## src/rtl/pe_feeder_pkg.sv

```systemverilog
// rtl/pe_feeder_pkg.sv - shared types and constants for the PE feeder
package pe_feeder_pkg;

    localparam int DATA_BITS_DEF   = 32;
    localparam int ADDR_W_DEF      = 10;
    localparam int CONFIG_SIZE_DEF = 9;

    // i_config packing: {p[1:0], F[4:0], q[1:0]}
    localparam int P_MSB = 8;
    localparam int P_LSB = 7;
    localparam int F_MSB = 6;
    localparam int F_LSB = 2;
    localparam int Q_MSB = 1;
    localparam int Q_LSB = 0;

    typedef enum logic [2:0] {
        S_IDLE,
        S_CONFIG,
        S_FILTER,
        S_IFMAP,
        S_IPSUM,
        S_OPSUM,
        S_DONE
    } state_t;

    // Phases that pull words out of the buffer through the shared stream source.
    function automatic logic is_stream(input state_t s);
        return (s == S_FILTER) || (s == S_IFMAP) || (s == S_IPSUM);
    endfunction

endpackage

```

## src/rtl/rd_stream_src.sv

```systemverilog
// rtl/rd_stream_src.sv - buffer-read stream source with one-word holding register
//
// Ports:
//   clk, rst      clock, asynchronous active-low reset
//   more          current phase still has words to read
//   prefetch      force the first read of the next phase
//   ready         consumer ready of the active channel
//   rd_data       buffer data, valid one cycle after rd_issue
//   rd_issue      read request to the buffer
//   valid, data   stream word presented to the active channel
//   fire          handshake this cycle
module rd_stream_src #(
    parameter int DATA_BITS = 32
) (
    input  logic                 clk,
    input  logic                 rst,
    input  logic                 more,
    input  logic                 prefetch,
    input  logic                 ready,
    input  logic [DATA_BITS-1:0] rd_data,
    output logic                 rd_issue,
    output logic                 valid,
    output logic [DATA_BITS-1:0] data,
    output logic                 fire
);

    logic                 valid_q;
    logic                 fresh_q;   // rd_data on the bus belongs to the word being presented
    logic [DATA_BITS-1:0] hold_q;

    assign fire     = valid_q & ready;
    // Refill only when the slot is empty or drains this cycle: at most one word in flight.
    assign rd_issue = prefetch | (more & (~valid_q | fire));
    assign valid    = valid_q;
    // The buffer word is used straight off the bus on arrival and kept in hold_q
    // afterwards, so a stalled word survives whatever the buffer drives later.
    assign data     = fresh_q ? rd_data : hold_q;

    always_ff @(posedge clk or negedge rst) begin
        if (!rst) begin
            valid_q <= 1'b0;
            fresh_q <= 1'b0;
            hold_q  <= '0;
        end else begin
            valid_q <= rd_issue | (valid_q & ~fire);
            fresh_q <= rd_issue;
            if (fresh_q) begin
                hold_q <= rd_data;
            end
        end
    end

endmodule

```

## src/rtl/pe_feeder.sv

```systemverilog
// rtl/pe_feeder.sv - runs one PE job: config, filter/ifmap/ipsum streams, opsum write-back
//
// Ports:
//   clk, rst                 clock, asynchronous active-low reset
//   start, cfg_*, *_base     job launch and parameters (sampled in IDLE)
//   busy, done               job status
//   PE_en, i_config          PE configuration strobe and word
//   filter/ifmap/ipsum(_valid/_ready)  outgoing streams to the PE
//   opsum(_valid/_ready)     incoming partial sums from the PE
//   rd_*, wr_*               global buffer read and write ports
module pe_feeder
    import pe_feeder_pkg::*;
#(
    parameter int DATA_BITS   = DATA_BITS_DEF,
    parameter int ADDR_W      = ADDR_W_DEF,
    parameter int CONFIG_SIZE = CONFIG_SIZE_DEF
) (
    input  logic                   clk,
    input  logic                   rst,
    input  logic                   start,
    input  logic [1:0]             cfg_p,
    input  logic [4:0]             cfg_F,
    input  logic [1:0]             cfg_q,
    input  logic [ADDR_W-1:0]      filter_base,
    input  logic [ADDR_W-1:0]      ifmap_base,
    input  logic [ADDR_W-1:0]      ipsum_base,
    input  logic [ADDR_W-1:0]      opsum_base,
    output logic                   busy,
    output logic                   done,
    output logic                   PE_en,
    output logic [CONFIG_SIZE-1:0] i_config,
    output logic [DATA_BITS-1:0]   filter,
    output logic [DATA_BITS-1:0]   ifmap,
    output logic [DATA_BITS-1:0]   ipsum,
    output logic                   filter_valid,
    output logic                   ifmap_valid,
    output logic                   ipsum_valid,
    input  logic                   filter_ready,
    input  logic                   ifmap_ready,
    input  logic                   ipsum_ready,
    input  logic [DATA_BITS-1:0]   opsum,
    input  logic                   opsum_valid,
    output logic                   opsum_ready,
    output logic                   rd_en,
    output logic [ADDR_W-1:0]      rd_addr,
    input  logic [DATA_BITS-1:0]   rd_data,
    output logic                   wr_en,
    output logic [ADDR_W-1:0]      wr_addr,
    output logic [DATA_BITS-1:0]   wr_data
);

    state_t              state, state_next, phase;
    logic [1:0]          p_q, q_q;
    logic [4:0]          fcfg_q;
    logic [4:0]          f_q;
    logic [ADDR_W-1:0]   fb_q, ib_q, pb_q, ob_q;
    logic [ADDR_W-1:0]   f_off_q;   // f*(p+1), built by accumulation
    logic [ADDR_W-1:0]   k_q;       // ifmap words read so far this job
    logic [3:0]          iss_cnt;   // reads issued in the current phase
    logic [3:0]          hs_cnt;    // handshakes/writes done in the current phase
    logic [3:0]          p1, len, idx;
    logic                ready_sel, src_valid, src_fire, rd_issue;
    logic                more, prefetch, evt, last, accept;
    logic [DATA_BITS-1:0] src_data;
    logic [ADDR_W-1:0]   rd_addr_c;
    logic [CONFIG_SIZE-1:0] cfg_word;

    assign accept = (state == S_IDLE) && start;
    assign p1     = {2'b00, p_q} + 4'd1;

    always_comb begin
        len = 4'd0;
        case (state)
            S_FILTER: len = p1 + p1 + p1;
            S_IFMAP:  len = (f_q == 5'd0) ? 4'd3 : 4'd1;
            S_IPSUM:  len = p1;
            S_OPSUM:  len = p1;
            default:  len = 4'd0;
        endcase
    end

    always_comb begin
        ready_sel = 1'b0;
        case (state)
            S_FILTER: ready_sel = filter_ready;
            S_IFMAP:  ready_sel = ifmap_ready;
            S_IPSUM:  ready_sel = ipsum_ready;
            default:  ready_sel = 1'b0;
        endcase
    end

    assign wr_en = (state == S_OPSUM) && opsum_valid;
    assign evt   = src_fire | wr_en;
    assign last  = evt && (hs_cnt == len - 4'd1);

    always_comb begin
        state_next = state;
        case (state)
            S_IDLE:   if (start) state_next = S_CONFIG;
            S_CONFIG: state_next = S_FILTER;
            S_FILTER: if (last) state_next = S_IFMAP;
            S_IFMAP:  if (last) state_next = S_IPSUM;
            S_IPSUM:  if (last) state_next = S_OPSUM;
            S_OPSUM:  if (last) state_next = (f_q == fcfg_q) ? S_DONE : S_IFMAP;
            S_DONE:   state_next = S_IDLE;
            default:  state_next = S_IDLE;
        endcase
    end

    // The first read of a stream phase goes out in the cycle the previous phase ends.
    assign prefetch = (state_next != state) && is_stream(state_next);
    assign more     = is_stream(state) && (iss_cnt < len);
    assign phase    = prefetch ? state_next : state;
    assign idx      = prefetch ? 4'd0 : iss_cnt;

    always_comb begin
        rd_addr_c = '0;
        case (phase)
            S_FILTER: rd_addr_c = fb_q + ADDR_W'(idx);
            S_IFMAP:  rd_addr_c = ib_q + k_q;
            S_IPSUM:  rd_addr_c = pb_q + f_off_q + ADDR_W'(idx);
            default:  rd_addr_c = '0;
        endcase
    end

    rd_stream_src #(.DATA_BITS(DATA_BITS)) u_src (
        .clk      (clk),
        .rst      (rst),
        .more     (more),
        .prefetch (prefetch),
        .ready    (ready_sel),
        .rd_data  (rd_data),
        .rd_issue (rd_issue),
        .valid    (src_valid),
        .data     (src_data),
        .fire     (src_fire)
    );

    always_ff @(posedge clk or negedge rst) begin
        if (!rst) begin
            state   <= S_IDLE;
            p_q     <= '0;
            q_q     <= '0;
            fcfg_q  <= '0;
            f_q     <= '0;
            fb_q    <= '0;
            ib_q    <= '0;
            pb_q    <= '0;
            ob_q    <= '0;
            f_off_q <= '0;
            k_q     <= '0;
            iss_cnt <= '0;
            hs_cnt  <= '0;
        end else begin
            state <= state_next;
            if (state_next != state) begin
                iss_cnt <= prefetch ? 4'd1 : 4'd0;
                hs_cnt  <= 4'd0;
            end else begin
                iss_cnt <= iss_cnt + {3'b000, rd_issue};
                hs_cnt  <= hs_cnt + {3'b000, evt};
            end
            if (accept) begin
                p_q     <= cfg_p;
                fcfg_q  <= cfg_F;
                q_q     <= cfg_q;
                fb_q    <= filter_base;
                ib_q    <= ifmap_base;
                pb_q    <= ipsum_base;
                ob_q    <= opsum_base;
                f_q     <= '0;
                f_off_q <= '0;
                k_q     <= '0;
            end else begin
                if (rd_issue && (phase == S_IFMAP)) begin
                    k_q <= k_q + 1'b1;
                end
                if ((state == S_OPSUM) && last && (f_q != fcfg_q)) begin
                    f_q     <= f_q + 5'd1;
                    f_off_q <= f_off_q + ADDR_W'(p1);
                end
            end
        end
    end

    always_comb begin
        cfg_word              = '0;
        cfg_word[P_MSB:P_LSB] = p_q;
        cfg_word[F_MSB:F_LSB] = fcfg_q;
        cfg_word[Q_MSB:Q_LSB] = q_q;
    end

    assign busy         = (state == S_IDLE) ? start : (state != S_DONE);
    assign done         = (state == S_DONE);
    assign PE_en        = (state == S_CONFIG);
    assign i_config     = (state == S_CONFIG) ? cfg_word : '0;

    assign filter_valid = (state == S_FILTER) && src_valid;
    assign ifmap_valid  = (state == S_IFMAP)  && src_valid;
    assign ipsum_valid  = (state == S_IPSUM)  && src_valid;
    assign filter       = (state == S_FILTER) ? src_data : '0;
    assign ifmap        = (state == S_IFMAP)  ? src_data : '0;
    assign ipsum        = (state == S_IPSUM)  ? src_data : '0;

    assign rd_en        = rd_issue;
    assign rd_addr      = rd_issue ? rd_addr_c : '0;

    assign opsum_ready  = (state == S_OPSUM);
    assign wr_addr      = wr_en ? (ob_q + f_off_q + ADDR_W'(hs_cnt)) : '0;
    assign wr_data      = wr_en ? opsum : '0;

endmodule

```

## config.mk

```make
export PLATFORM = sky130hd
export DESIGN_NAME = pe_feeder
export DESIGN_NICKNAME = d
export VERILOG_FILES = /design/src/rtl/pe_feeder_pkg.sv /design/src/rtl/rd_stream_src.sv /design/src/rtl/pe_feeder.sv
export SDC_FILE = /design/constraint.sdc
export NUM_CORES = 1
export LEC_CHECK = 0
export CAP_MARGIN = 20
export CORE_MARGIN = 1.5
export CORE_UTILIZATION = 47
export CTS_CLUSTER_DIAMETER = 40
export CTS_CLUSTER_SIZE = 16
export DETAILED_ROUTE_END_ITERATION = 10
export GPL_TIMING_DRIVEN = 0
export PLACE_DENSITY = 0.82
export SLEW_MARGIN = 0
export SYNTH_ARGS = -nofsm -noshare
export SYNTH_HDL_FRONTEND = slang
export SYNTH_HIERARCHICAL = 1
export SYNTH_SLANG_ARGS = --single-unit
```

## constraint.sdc

```tcl
create_clock -name clk -period 8 [get_ports clk]
set_input_delay 1.6 -clock clk [delete_from_list [all_inputs] [get_ports clk]]
set_output_delay 1.6 -clock clk [all_outputs]
set_load 0.02 [all_outputs]
```

==> results of run 1 <==
cell type report:
cell class | instances | area (sq um)
plain buffers | 48 | 267
clock buffers | 19 | 453
clock inverters | 13 | 201
fillers | 1415 | 5460
inverters | 27 | 101
multi-input cells | 753 | 5310
flip-flops and latches | 119 | 2980
well taps | 229 | 287
repair buffers | 290 | 2900
flip-flops by register name, indices dropped and copies added, names as in the netlist:
| name | count |
|---|---|
| u_src/hold_q | 32 |
| f_off_q | 10 |
| fb_q | 10 |
| ib_q | 10 |
| k_q | 10 |
| ob_q | 10 |
| pb_q | 10 |
| f_q | 5 |
| fcfg_q | 5 |
| hs_cnt | 4 |
| iss_cnt | 4 |
| state | 3 |
| p_q | 2 |
| q_q | 2 |
| u_src/fresh_q | 1 |
| u_src/valid | 1 |
cells by family (layout without fill, tap and decap cells):
kind of cell             after synthesis  after routing  share of synthesized area (%)
AO/OA/AOI/OAI                        121            121                           9.45
XOR/XNOR                              51             51                           5.19
adder cells (fa/ha/maj)               69             69                           11.2
buffers and inverters                 76            397                           4.25
flip-flops                           119            119                           34.6
multiplexers                          47             47                           7.24
AND/OR/NAND/NOR                      465            465                           28.1
layer usage:
layer	track usage, %	share of wire, %
met5	0	0
met4	9.20	2.3
met3	4.64	4.9
met2	46.5	50
met1	33.1	43
critical path: cells and delay by family:
family,cells,cell delay (ns)
xor gates and xnor gates,1,0.11
buffers and inverters,3,0.67
and+or+nand+nor,6,1.00
AOI/OAI and AO/OA,9,1.77
adders and majority gates,3,1.14
power by group through the flow:
stage	logic, mW	registers [mW]	clock network (mW)
after floorplan	1.52	0.936	0
after global placement	2.25	0.974	0
after detailed placement	2.30	0.983	0
after CTS	2.35	0.975	0.859
after global routing	2.58	1.00	0.886
final	2.38	0.977	0.850
per-stage QoR:
stage | power (mW) | cells | area [sq um] | setup slack, ns | TNS, ns
2_1_floorplan | 2.46 | 948 | 8610 | 0.717 | 0
3_3_place_gp | 3.23 | 1462 | 11700 | -0.756 | -2.23
3_5_place_dp | 3.28 | 1463 | 11800 | -0.727 | -2.15
4_1_cts | 4.19 | 1498 | 12500 | -0.169 | -0.169
5_1_grt | 4.46 | 1498 | 12500 | -0.207 | -0.207
6_report | 4.20 | 1498 | 12500 | 0.0924 | 0
Yosys cell counts (4+ instances only):
cell type,number
and2_1,121
xor2_1,20
and4_1,5
ha_1,56
nor2b_1,6
nand4_1,7
or2_2,4
mux2i_1,15
nand3_1,17
inv_1,25
buf_2,7
o31ai_1,5
a21oi_1,28
or3_1,5
a22oi_1,14
and3_1,39
o21ai_0,19
mux2_4,30
clkbuf_1,32
nand2_1,180
nand2b_1,14
fa_1,13
a21o_1,13
xnor2_1,31
nor3_1,9
dfrtp_1,119
o21bai_1,7
nor2_1,38
o21a_1,5
how the worst max path moves through the flow:
| stage | from | slack (ns) | end | cells after the start |
|---|---|---|---|---|
| detailed placement | filter_ready | -0.73 | rd_addr[9] | 23 |
| floorplan | filter_ready | 0.72 | rd_addr[9] | 21 |
| global route | filter_ready | -0.21 | rd_addr[9] | 22 |
| finish | filter_ready | 0.09 | rd_addr[9] | 22 |
| CTS | filter_ready | -0.17 | rd_addr[9] | 23 |
| global placement | filter_ready | -0.76 | rd_addr[9] | 23 |
what timing repair did:
item	in CTS	in global routing
setup buffers	3	1
gates cloned	0	0
pin swaps	2	4
endpoints found under the setup margin	8	7
gates resized for setup	13	26
==> results_tabular.tex, run 1 <==
\begin{tabular}{lr}
\hline
Metric & Value \\
\hline
\multicolumn{2}{l}{\textbf{Synth}} \\
\quad Flops \& latches, synth & between 100 and 150 \\
\quad Cell taking the most area after synthesis & dfrtp\_1 \\
\quad Number of instances in the synthesized netlist & 948 \\
\quad Post-synthesis cell area & 8610 sq um \\
\quad Netlist cell types & 68 \\
\quad Net Count, Synth & 1,137 \\
\quad Portion of synthesized cell area occupied by the leading cell type & 34.6\% \\
\quad Post-synthesis sequential area ratio & 34.6\% \\
\quad Ranking of synthesized cells by area & dfrtp\_1 35\%, and2\_1 8.8\%, ha\_1 8.1\%, nand2\_1 7.9\%, mux2\_4 5.2\% \\
\quad Most used flip-flop cell after synthesis & dfrtp\_1 \\
\quad Async SR Flop Fraction & 100\% \\
\quad Mean cell area of the mapped netlist & 9.08 sq um \\
\quad Warning count from the yosys run & 6 \\
\quad Number of flops mapped to enable cells by yosys & 0 \\
\multicolumn{2}{l}{\textbf{Floorplan}} \\
\quad Top Ports & around 290 \\
\quad Cell Rows & 49 \\
\quad Initial core utilization & 47.9\% \\
\quad Die ar. & 19,100 sq um \\
\quad X dimension of the die & $\sim$140 um \\
\quad DIE HEIGHT & roughly 140 um \\
\quad Core Area & roughly 18,000 sq um \\
\multicolumn{2}{l}{\textbf{Cells and area}} \\
\quad Finished Core Util & 69.6\% \\
\quad Share of layout cells above drive strength 1 & 9.61\% \\
\quad Most common cell after layout, fill and taps aside & clkdlybuf4s50\_1 \\
\quad Antenna cell count & 0 \\
\quad Most frequent cells in the layout & 279 x clkdlybuf4s50\_1, 179 x nand2\_1, 120 x and2\_1, 118 x dfrtp\_1, 55 x ha\_1 \\
\quad Layout overhead on the synthesized area & 45.2\% \\
\quad Number of nets at the end of the flow & 1,445 \\
\multicolumn{2}{l}{\textbf{Global route}} \\
\quad Total overflow reported by the global router & 0 \\
\quad Initial antenna violation count & 0 \\
\quad Global-route wire length before repair & around 41,000 um \\
\quad Number of global-route vias before repair & 7,897 \\
\quad Overall track demand over capacity in global routing & between 20\% and 30\% \\
\quad Largest net degree at the start of global routing & 68 \\
\multicolumn{2}{l}{\textbf{Clock network}} \\
\quad Clock Latency Late Sink & between 0.4 and 0.5 ns \\
\quad Clock slew at reported path FFs & 0.05 ns \\
\quad Total clock buffers created by CTS & 17 \\
\quad Master cell of the clock root buffer & clkbuf\_16 \\
\quad Number of clock sinks & 119 \\
\quad Buffers from clock root to sink, at most & 2 \\
\quad Max H-tree Level & 4 \\
\quad CTS hold repair buffers & 0 \\
\quad TritonCTS clock tree & done \\
\multicolumn{2}{l}{\textbf{Worst setup path}} \\
\quad Worst-case reg-to-reg path depth & 20 \\
\quad Register-to-register setup slack & 3.39 ns \\
\quad Required time worst endpoint & between 6 and 7 ns \\
\quad Endpoint of the most critical register-to-register path & k\_q[6] \\
\quad Arrival time of data at the critical path endpoint & 6.31 ns \\
\quad Critical register-to-register path startpoint & p\_q[0] \\
\quad Worst path max stage delay & roughly 0.51 ns \\
\quad Sequence of cells on the critical path & clkdlybuf4s50\_1, a22oi\_1, o22ai\_1, and2\_1, or2\_2, nand2\_2, or2\_4, nor2\_1, a22oi\_2, nand2\_2, fa\_1, inv\_1, ha\_1, fa\_2, a211oi\_2, o21ai\_1, a21o\_1, a21oi\_1, xnor2\_1, a22oi\_1, a21oi\_2, buf\_4 \\
\quad Kind of end point of the critical path & primary output \\
\quad Worst-path fanout max & 8 \\
\quad Cell with the largest stage delay on the worst path & fa\_1 \\
\quad Start-to-end type of the worst setup path & primary input to primary output \\
\quad Kind of start point of the critical path & primary input \\
\multicolumn{2}{l}{\textbf{Route}} \\
\quad Routed wire per std cell & 16.9 um \\
\quad DRT antenna net count & 0 \\
\quad Vias post-DR & between 7,000 and 8,000 \\
\quad Violation count after the first detailed-route iteration & roughly 430 \\
\quad Number of detailed-route iterations in the first pass & 5 \\
\quad Total wire length & approximately 25,000 um \\
\quad DRC viols & 0 \\
\quad Vias per Instance & 5.33 \\
\multicolumn{2}{l}{\textbf{Place}} \\
\quad Buffers added on ports & roughly 290 \\
\quad Gp weighted congestion & 0.867 \\
\quad HPWL after detailed placement & 19,400 um \\
\multicolumn{2}{l}{\textbf{Min path}} \\
\quad Hold\_sp & q\_q[0] \\
\quad Hold Path End & q\_q[0] \\
\quad Cell count of the worst hold path & 2 \\
\quad Min-Delay Path Class & register to register \\
\multicolumn{2}{l}{\textbf{STA}} \\
\quad Max Slew Vio Count & 0 \\
\quad Post-route clock period utilization & 98.8\% \\
\quad Final setup viols & 0 \\
\quad RSZ-0062 raised after global routing & true \\
\quad Clock tree skew after final layout & 0.00867 ns \\
\quad Post-layout min period & 7.91 ns \\
\quad Worst hold slack & 0.466 ns \\
\quad Actual transition at the worst max-transition pin & 0.895 ns \\
\quad Max\_slew headroom & 39.8\% \\
\quad Final count of hold timing violations & 0 \\
\quad Achievable frequency & 0.126 GHz \\
\multicolumn{2}{l}{\textbf{Power and ir drop}} \\
\quad Static power due to leakage & 5.95 nW \\
\quad NetSw & approximately 1.7 mW \\
\quad Share of total power consumed by net switching & 41.1\% \\
\quad Part of the power in registers & a little under a quarter \\
\quad Comb power frac & 56.5\% \\
\quad Clock share of power & between 20 and 25\% \\
\quad Cell-internal power & approximately 2.5 mW \\
\quad VDD IR max & 0.000220 V \\
\quad Power per cell area & 336 nW/um\^{}2 \\
\multicolumn{2}{l}{\textbf{Run status}} \\
\quad Status & finished, final reports clean \\
\multicolumn{2}{l}{\textbf{Flow run}} \\
\quad Max-cap check violation count & 0 \\
\hline
\end{tabular}
Note: power is estimated with default switching activity, not from simulation.
==> run 2, diff against run 1 <==
--- a/config.mk
+++ b/config.mk
@@ -9,7 +9,6 @@
 export CORE_MARGIN = 1.5
 export CORE_UTILIZATION = 47
 export CTS_CLUSTER_DIAMETER = 40
-export CTS_CLUSTER_SIZE = 16
 export DETAILED_ROUTE_END_ITERATION = 10
 export GPL_TIMING_DRIVEN = 0
 export PLACE_DENSITY = 0.82
@@ -18,3 +17,4 @@
 export SYNTH_HDL_FRONTEND = slang
 export SYNTH_HIERARCHICAL = 1
 export SYNTH_SLANG_ARGS = --single-unit
+export TNS_END_PERCENT = 10
==> run 2 against run 1 <==
Die area unchanged. Clock skew about the same. Non-clock buffer count increased by 1. Critical endpoint unchanged. Largest cell class unchanged. Sequential power about the same. Worst hold slack improved by 0.0036 ns. Largest power group unchanged. Clock-buffer cell count unchanged. Maximum frequency decreased by 1.0%.
==> results_tabular.tex, run 2 (synthesized netlist as in run 1, its figures left out) <==
\begin{tabular}{lr}
\hline
Metric & Value \\
\hline
\multicolumn{2}{l}{\textbf{Clock network}} \\
\quad Master cell of the clock root buffer & clkbuf\_16 \\
\quad TritonCTS clock tree & done \\
\quad Clock Latency Late Sink & 0.42 ns \\
\quad Total clock buffers created by CTS & 17 \\
\quad CTS hold repair buffers & 0 \\
\quad Clock slew at reported path FFs & around 0.050 ns \\
\quad Buffers from clock root to sink, at most & 2 \\
\quad Number of clock sinks & 119 \\
\quad Max H-tree Level & 4 \\
\multicolumn{2}{l}{\textbf{Route}} \\
\quad Violation count after the first detailed-route iteration & 456 \\
\quad Vias per Instance & 5.32 \\
\quad Vias post-DR & 7,968 \\
\quad DRC viols & 0 \\
\quad Total wire length & 25,200 um \\
\quad Number of detailed-route iterations in the first pass & 5 \\
\quad DRT antenna net count & 0 \\
\quad Routed wire per std cell & 16.8 um \\
\multicolumn{2}{l}{\textbf{Place}} \\
\quad Buffers added on ports & about 290 \\
\quad Gp weighted congestion & 0.867 \\
\quad Total placed cells including tap cells & 1,463 \\
\quad Cell area after placement & $\sim$12,000 sq um \\
\quad HPWL after detailed placement & $\sim$19,000 um \\
\multicolumn{2}{l}{\textbf{STA}} \\
\quad Final setup viols & 0 \\
\quad Post-route clock period utilization & 99.9\% \\
\quad RSZ-0062 raised after global routing & true \\
\quad Max\_slew headroom & 43.5\% \\
\quad Actual transition at the worst max-transition pin & 0.841 ns \\
\quad Achievable frequency & 0.125 GHz \\
\quad Max Slew Vio Count & 0 \\
\quad Post-layout min period & $\sim$8.0 ns \\
\quad Final count of hold timing violations & 0 \\
\quad Clock tree skew after final layout & $\sim$0.0084 ns \\
\multicolumn{2}{l}{\textbf{Run status}} \\
\quad Status & finished, final reports clean \\
\multicolumn{2}{l}{\textbf{Cells and area}} \\
\quad Max reg flops & 32 \\
\quad Sequential cell area & 2980 sq um \\
\quad Final standard cell count with taps included and fillers excluded & about 1,500 \\
\quad Most common cell after layout, fill and taps aside & clkdlybuf4s50\_1 \\
\quad Finished Core Util & 69.5\% \\
\quad Count of filler cells inserted in the layout & 1,421 \\
\quad Number of nets at the end of the flow & approximately 1,400 \\
\quad Share of layout cells above drive strength 1 & 9.53\% \\
\quad Layout overhead on the synthesized area & 45.1\% \\
\quad Largest reg by FF count & u\_src/hold\_q \\
\quad Most frequent cells in the layout & 279 x clkdlybuf4s50\_1, 179 x nand2\_1, 121 x and2\_1, 118 x dfrtp\_1, 55 x ha\_1 \\
\quad Antenna cell count & 0 \\
\quad Area of the multi-input gates & around 5300 sq um \\
\quad Post-route cell area & 12,500 sq um \\
\multicolumn{2}{l}{\textbf{Worst setup path}} \\
\quad Start-to-end type of the worst setup path & primary input to primary output \\
\quad Kind of start point of the critical path & primary input \\
\quad Kind of end point of the critical path & primary output \\
\quad Arrival time of data at the critical path endpoint & 6.39 ns \\
\quad Required time worst endpoint & 6.40 ns \\
\quad Worst-path fanout max & 8 \\
\multicolumn{2}{l}{\textbf{Power and ir drop}} \\
\quad Static power due to leakage & just under 6 nW \\
\quad VDD IR max & $\sim$0.00022 V \\
\quad Part of the power in registers & between 20\% and 30\% \\
\quad Share of total power consumed by net switching & approximately 41\% \\
\quad NetSw & 1.72 mW \\
\quad Power per cell area & 336 nW/um\^{}2 \\
\quad Comb power frac & $\sim$56\% \\
\quad Clock share of power & just over 20\% \\
\quad Cell-internal power & 2.47 mW \\
\multicolumn{2}{l}{\textbf{Floorplan}} \\
\quad Core Area & approximately 18,000 sq um \\
\quad Die ar. & 19,100 sq um \\
\quad Cell Rows & 49 \\
\quad Top Ports & 286 \\
\quad X dimension of the die & 138 um \\
\quad DIE HEIGHT & approximately 140 um \\
\quad Initial core utilization & 47.9\% \\
\multicolumn{2}{l}{\textbf{Min path}} \\
\quad Min-Delay Path Class & register to register \\
\multicolumn{2}{l}{\textbf{Global route}} \\
\quad Largest net degree at the start of global routing & 68 \\
\quad Total overflow reported by the global router & 0 \\
\quad Overall track demand over capacity in global routing & a little over a quarter \\
\quad Initial antenna violation count & 0 \\
\quad Global-route wire length before repair & 40,800 um \\
\quad Number of global-route vias before repair & 7,897 \\
\multicolumn{2}{l}{\textbf{Flow run}} \\
\quad Max-cap check violation count & 0 \\
\hline
\end{tabular}
-- run 2: cell types whose count changed in the layout (fill, tap and decap cells not counted), sizes merged --
| cell | previous run | this run |
|---|---|---|
| buf | 25 | 24 |
| clkbuf | 51 | 54 |
| dlygate4sd2 | 1 | 0 |
-- run 2: per-layer routing --
layer  up-vias  GRT usage (%)  wire length (um)
li1       3824              -                 -
met1      3811           33.1             10700
met2       283           46.5             12600
met3        50           4.64              1330
met4         0           9.20               612
met5         -              0                 0
-- run 2: cell type report --
type	instances	area share [%]
multi-input combinational	753	42.4
sequential	119	23.9
timing repair buffer	290	23.2
clock buffer	19	3.63
tap	229	2.30
buffer	49	2.17
clock inverter	13	1.61
inverter	27	0.812
-- run 2: worst paths after layout --
check,from,end,cells after the start,slack (ns)
max,filter_ready,rd_addr[9],23,0.01
min,q_q[0],q_q[0],2,0.47
max reg2reg,state[1],k_q[6],20,3.40
min reg2reg,q_q[0],q_q[0],2,0.47
max in group asynchronous,rst,p_q[0],2,6.13
min in group asynchronous,rst,ib_q[3],1,1.13
-- run 2: timing repair --
item	4_1_cts	5_1_grt
pin swaps	2	2
buffers inserted	3	1
gates resized for setup	13	20
endpoints found under the setup margin	8	7
-- run 2: power groups by stage --
stage / combinational (mW) / clock [mW] / sequential [mW]
final: 2.36 / 0.849 / 0.977
after global routing: 2.57 / 0.886 / 1.00
after CTS: 2.35 / 0.859 / 0.975
after detailed placement: 2.30 / 0 / 0.983
after global placement: 2.25 / 0 / 0.974
after floorplan: 1.52 / 0 / 0.936
-- run 2: worst max-delay path, cell delays in order --
cell             delay (ns)
clkdlybuf4s50_1        0.42
a22oi_1                0.21
o22ai_1                0.11
and2_1                 0.18
or2_2                  0.32
nand2_2                0.11
or2_2                  0.12
clkbuf_4               0.17
nor2_1                 0.09
a22oi_2                0.35
nand2_2                0.13
fa_1                   0.51
inv_1                  0.05
ha_1                   0.24
fa_2                   0.39
a211oi_2               0.23
o21ai_1                0.13
a21o_1                 0.17
a21oi_1                0.17
xnor2_1                0.11
a22oi_1                0.28
a21oi_2                0.11
buf_4                  0.20
-- run 2: per-stage QoR --
stage               hold WS [ns]  setup TNS (ns)  total power, mW  setup WS (ns)
finish                     0.469               0             4.19         0.0113
global route               0.504          -0.544             4.45         -0.294
CTS                        0.473          -0.169             4.19         -0.169
detailed placement         0.459           -2.15             3.28         -0.727
global placement           0.451           -2.23             3.23         -0.756
floorplan                  0.437               0             2.46          0.717
